--- src/rtl/dmem_arbiter.sv ---
// Shares the single-ported data RAM between the memory-access stage and a debug/loader port.
// One access in flight at a time: issue in IDLE, complete (ready/done + read data) one cycle later.
module dmem_arbiter #(
    parameter int          ADDR_W    = 32,
    parameter logic [9:0]  DBG_FUNCT = 10'b0000000_010
) (
    input  logic              clk,
    input  logic              rst,
    // pipeline requester
    input  logic              m_req,
    input  logic              m_wen,
    input  logic [9:0]        m_funct,
    input  logic [ADDR_W-1:0] m_addr,
    input  logic [31:0]       m_wdata,
    output logic              m_ready,
    output logic [31:0]       m_rdata,
    // debug requester
    input  logic              d_req,
    input  logic              d_wen,
    input  logic [ADDR_W-1:0] d_addr,
    input  logic [31:0]       d_wdata,
    output logic              d_done,
    output logic [31:0]       d_rdata,
    // RAM side
    output logic              ram_r_en,
    output logic              ram_w_en,
    output logic [9:0]        ram_funct,
    output logic [ADDR_W-1:0] ram_addr,
    output logic [31:0]       ram_wdata,
    input  logic [31:0]       ram_rdata
);

    typedef enum logic [1:0] {
        IDLE  = 2'd0,
        M_ACC = 2'd1,
        D_ACC = 2'd2
    } state_t;

    state_t state_q, state_d;
    logic   last_gnt_q, last_gnt_d;   // 0 = pipeline granted last, 1 = debug
    logic   op_wen_q, op_wen_d;       // direction of the access in flight
    logic   rst_q;                    // keeps the first post-reset cycle quiet
    logic   gnt_m, gnt_d;

    always_ff @(posedge clk) begin
        rst_q <= rst;
        if (rst) begin
            state_q    <= IDLE;
            last_gnt_q <= 1'b1;
            op_wen_q   <= 1'b0;
        end else begin
            state_q    <= state_d;
            last_gnt_q <= last_gnt_d;
            op_wen_q   <= op_wen_d;
        end
    end

    always_comb begin
        state_d    = state_q;
        last_gnt_d = last_gnt_q;
        op_wen_d   = op_wen_q;
        gnt_m      = 1'b0;
        gnt_d      = 1'b0;
        m_ready    = 1'b0;
        m_rdata    = '0;
        d_done     = 1'b0;
        d_rdata    = '0;
        ram_r_en   = 1'b0;
        ram_w_en   = 1'b0;
        ram_funct  = '0;
        ram_addr   = '0;
        ram_wdata  = '0;

        // Reset masks everything, including a completion that was in flight.
        if (!rst) begin
            case (state_q)
                IDLE: begin
                    if (!rst_q) begin
                        // Round-robin on a tie: whoever did not win last time goes first.
                        gnt_m = m_req & (~d_req | last_gnt_q);
                        gnt_d = d_req & ~gnt_m;
                        if (gnt_m) begin
                            ram_r_en   = ~m_wen;
                            ram_w_en   = m_wen;
                            ram_funct  = m_funct;
                            ram_addr   = m_addr;
                            ram_wdata  = m_wdata;
                            op_wen_d   = m_wen;
                            last_gnt_d = 1'b0;
                            state_d    = M_ACC;
                        end else if (gnt_d) begin
                            ram_r_en   = ~d_wen;
                            ram_w_en   = d_wen;
                            ram_funct  = DBG_FUNCT;
                            ram_addr   = d_addr;
                            ram_wdata  = d_wdata;
                            op_wen_d   = d_wen;
                            last_gnt_d = 1'b1;
                            state_d    = D_ACC;
                        end
                    end
                end
                M_ACC: begin
                    m_ready = 1'b1;
                    m_rdata = op_wen_q ? 32'h0 : ram_rdata;
                    state_d = IDLE;
                end
                D_ACC: begin
                    d_done  = 1'b1;
                    d_rdata = op_wen_q ? 32'h0 : ram_rdata;
                    state_d = IDLE;
                end
                default: state_d = IDLE;
            endcase
        end
    end

endmodule

--- config.mk ---
export PLATFORM = sky130hd
export DESIGN_NAME = dmem_arbiter
export DESIGN_NICKNAME = d
export VERILOG_FILES = /design/src/rtl/dmem_arbiter.sv
export SDC_FILE = /design/constraint.sdc
export NUM_CORES = 1
export LEC_CHECK = 0
export ABC_CLOCK_PERIOD_IN_PS = 1400
export BUFFER_PORTS_ARGS = -buffer_cell sky130_fd_sc_hd__buf_4
export CORE_AREA = 2 2 123 125
export CTS_CLUSTER_DIAMETER = 30
export DETAILED_ROUTE_END_ITERATION = 8
export DIE_AREA = 0 0 125 127
export SYNTH_ARGS = -nofsm -noshare
export SYNTH_HDL_FRONTEND = slang
export SYNTH_SLANG_ARGS = --single-unit
--- constraint.sdc ---
create_clock -name clk -period 1.4 [get_ports clk]
set_clock_uncertainty 0.15 [all_clocks]
set_input_delay 0.14 -clock clk [delete_from_list [all_inputs] [get_ports clk]]
set_output_delay 0.14 -clock clk [all_outputs]
set_load 0.01 [all_outputs]
==> flow_summary.json <==
{
  "first_global_vias": 4160,
  "fin_crit_sh_pct": 126.9,
  "seq_area_um2": 108.9,
  "cts_hold_buf": 0,
  "powerDensity_mw_per_mm2": 348.8,
  "vias": 4481,
  "num_rows": 44,
  "ys_seq_area_share_pct": 4.360,
  "ys_warn_count": 0,
  "yosysUniqueCellTypes": 25,
  "rsz0062_at_grt": "true",
  "core-area_mm2": 0.01442,
  "crit_fanout": 8,
  "crit_arrival_ps": 1490,
  "ir_drop_v": 0.0003022,
  "worstSetupPathType": "flip-flop to output port",
  "die_h_um": 127,
  "drt.antenna.violating_nets": 0,
  "firstDrtPassIters": 4,
  "viasPerCell": 4.629,
  "drt-initial-drc-count": 189,
  "setup_violations": 143,
  "crit_path_start_kind": "flip-flop",
  "cts_htree_levels": 1,
  "cts.path.max_buffers": 2,
  "status": "finished, violations left",
  "tns_ps": -40310,
  "ys.flop_type": "dfxtp_1",
  "ios": 318,
  "placed_area_mm2": 0.005662,
  "syn_to_final_growth_pct": 183.8,
  "ys_ff_latch": 5,
  "synth_edf_count": 0,
  "multi_input_area_mm2": 0.002633,
  "finalMaxSlewViolations": 0,
  "layout_min_cycle_time_ps": 1776,
  "cp-end-kind": "output port",
  "numPortBuffers": 317,
  "drc_errors": 0,
  "hold_ws_ps": 61.72,
  "timing.fmax_mhz": 563.1,
  "routed_wl_mm": 15.16,
  "synthCells": 452,
  "hold_path_class": "primary input to flip-flop",
  "avgSynthCellArea_um2": 5.080,
  "die_area_mm2": 0.01588,
  "grt_start_max_net_pins": 47,
  "antenna_found_initial": 0,
  "gp_congestion": 0.8186,
  "relSlewSlack_pct": 80.47,
  "grt_pass1_wl_mm": 21.47,
  "synth_nets": 628,
  "syn_area_mm2": 0.002296,
  "routedWlPerCell_um": 15.66,
  "worst_slack_ps": -375.9,
  "start_util_pct": 15.92,
  "tightest_slew_ps": 290.7,
  "maxCapViolCount": 0,
  "die_x_um": 125,
  "final_area_mm2": 0.006515,
  "cts_sinks": 5,
  "antenna_cells": 0,
  "grt_use_total_pct": 16.23,
  "clockRootBuffer": "clkbuf_16",
  "grt-ovfl-total": 0,
  "layout-drive-gt1-share_pct": 67.22,
  "clk_latency_ps": 230,
  "hold_violations": 0,
  "violations": "negative setup slack",
  "p_leak_nw": 3.189,
  "synthArstFlopShare_pct": 0,
  "cts_buffers": 3,
  "dp_hpwl_mm": 10.51,
  "cts_tree": "done",
  "required_ps": 1110,
  "nFillCells": 1487,
  "nNetsFinal": 961,
  "clk_pin_slew_ps": 30
}
Yosys cell counts, types with 5 or more instances:
library cell	instances	share of area (%)
dfxtp_1	5	4.4
and2_1	11	3.0
a21oi_1	65	14
nand2_1	101	17
clkbuf_1	29	4.7
nand3_1	65	14
buf_2	20	4.4
a21o_1	65	21
nor2_1	67	11
buf_1	5	0.82
inv_1	5	0.82
state kept, by name, summed over array words and instances, names as in the netlist:
register,cells
state_q,2
last_gnt_q,1
op_wen_q,1
rst_q,1
layout make-up:
type | instances | area share (%)
inverter | 5 | 0.2881
tap | 184 | 3.534
sequential | 5 | 1.671
timing repair buffer | 380 | 52.89
multi-input combinational | 390 | 40.41
clock buffer | 4 | 1.210
power breakdown:
| group | total, W | switching [W] | leakage [nW] | internal, W |
|---|---|---|---|---|
| logic | 0.00164 | 0.000762 | 3.11 | 0.000878 |
| clock network | 0.000472 | 0.0000947 | 0.0382 | 0.000377 |
| registers | 0.000160 | 0.00000956 | 0.0425 | 0.000151 |
| total | 0.00227 | 0.000866 | 3.19 | 0.00141 |
worst max-delay path, stage by stage (launching register included):
cell and delay, ps:
dfxtp_2 330, nand2b_4 240, clkbuf_16 210, a21o_1 160
a21oi_2 170, buf_4 150
what timing repair did:
| action | in CTS | in global routing |
|---|---|---|
| gates cloned | 5 | 13 |
| pin swaps | 4 | 52 |
| endpoints found under the setup margin | 142 | 142 |
| gates resized for setup | 54 | 51 |
| setup buffers | 3 | 3 |
layer usage:
layer | global-route usage, % | vias up | part of all wire, %
li1 | - | 2200 | -
met1 | 19.72 | 2046 | 40
met2 | 28.96 | 207 | 51
met3 | 3.224 | 28 | 6.7
met4 | 4.902 | 0 | 2.5
met5 | 0 | - | 0
path summary, 6_finish.rpt:
kind | startpoint | end | slack [ps] | depth (start not counted)
setup / recovery | last_gnt_q | ram_addr[1] | -380 | 5
hold / removal | rst | rst_q | 60 | 2
setup reg to reg | last_gnt_q | op_wen_q | -100 | 4
hold reg to reg | state_q[0] | state_q[1] | 440 | 2
logic make-up after synthesis:
group / share of synthesized area, %
simple gates: 46.32
compound gates: 37.77
buf+inv: 11.55
flops: 4.360
layout by cell type, fill, tap and decap left out, types with 2 or more instances in the layout:
master     count
nand3_2       20
inv_1          4
a21oi_2       64
a21o_1        65
and2_1         3
buf_16         3
dfxtp_4        2
nand2b_4       3
nand3_1       44
dfxtp_1        2
clkbuf_16     10
or3b_4         2
buf_6         52
nand2_1      100
nor2_4        30
nor2_1        31
and2_4         8
nor2_2         6
buf_12        16
buf_8          2
and3_4         2
buf_4        300
per-stage QoR:
step | total power (W) | utilization (%) | cells | setup WS, ps
2_1_floorplan | 0.0008510 | - | 452 | -15.59
3_3_place_gp | 0.001594 | 39.25 | 940 | -194.7
3_5_place_dp | 0.001599 | 39.25 | 940 | -244.4
4_1_cts | 0.002146 | 41.96 | 952 | -355.0
5_1_grt | 0.002424 | 45.17 | 968 | -414.1
6_report | 0.002272 | 45.17 | 968 | -375.9
No activity file was read; power rests on OpenSTA's default activity.
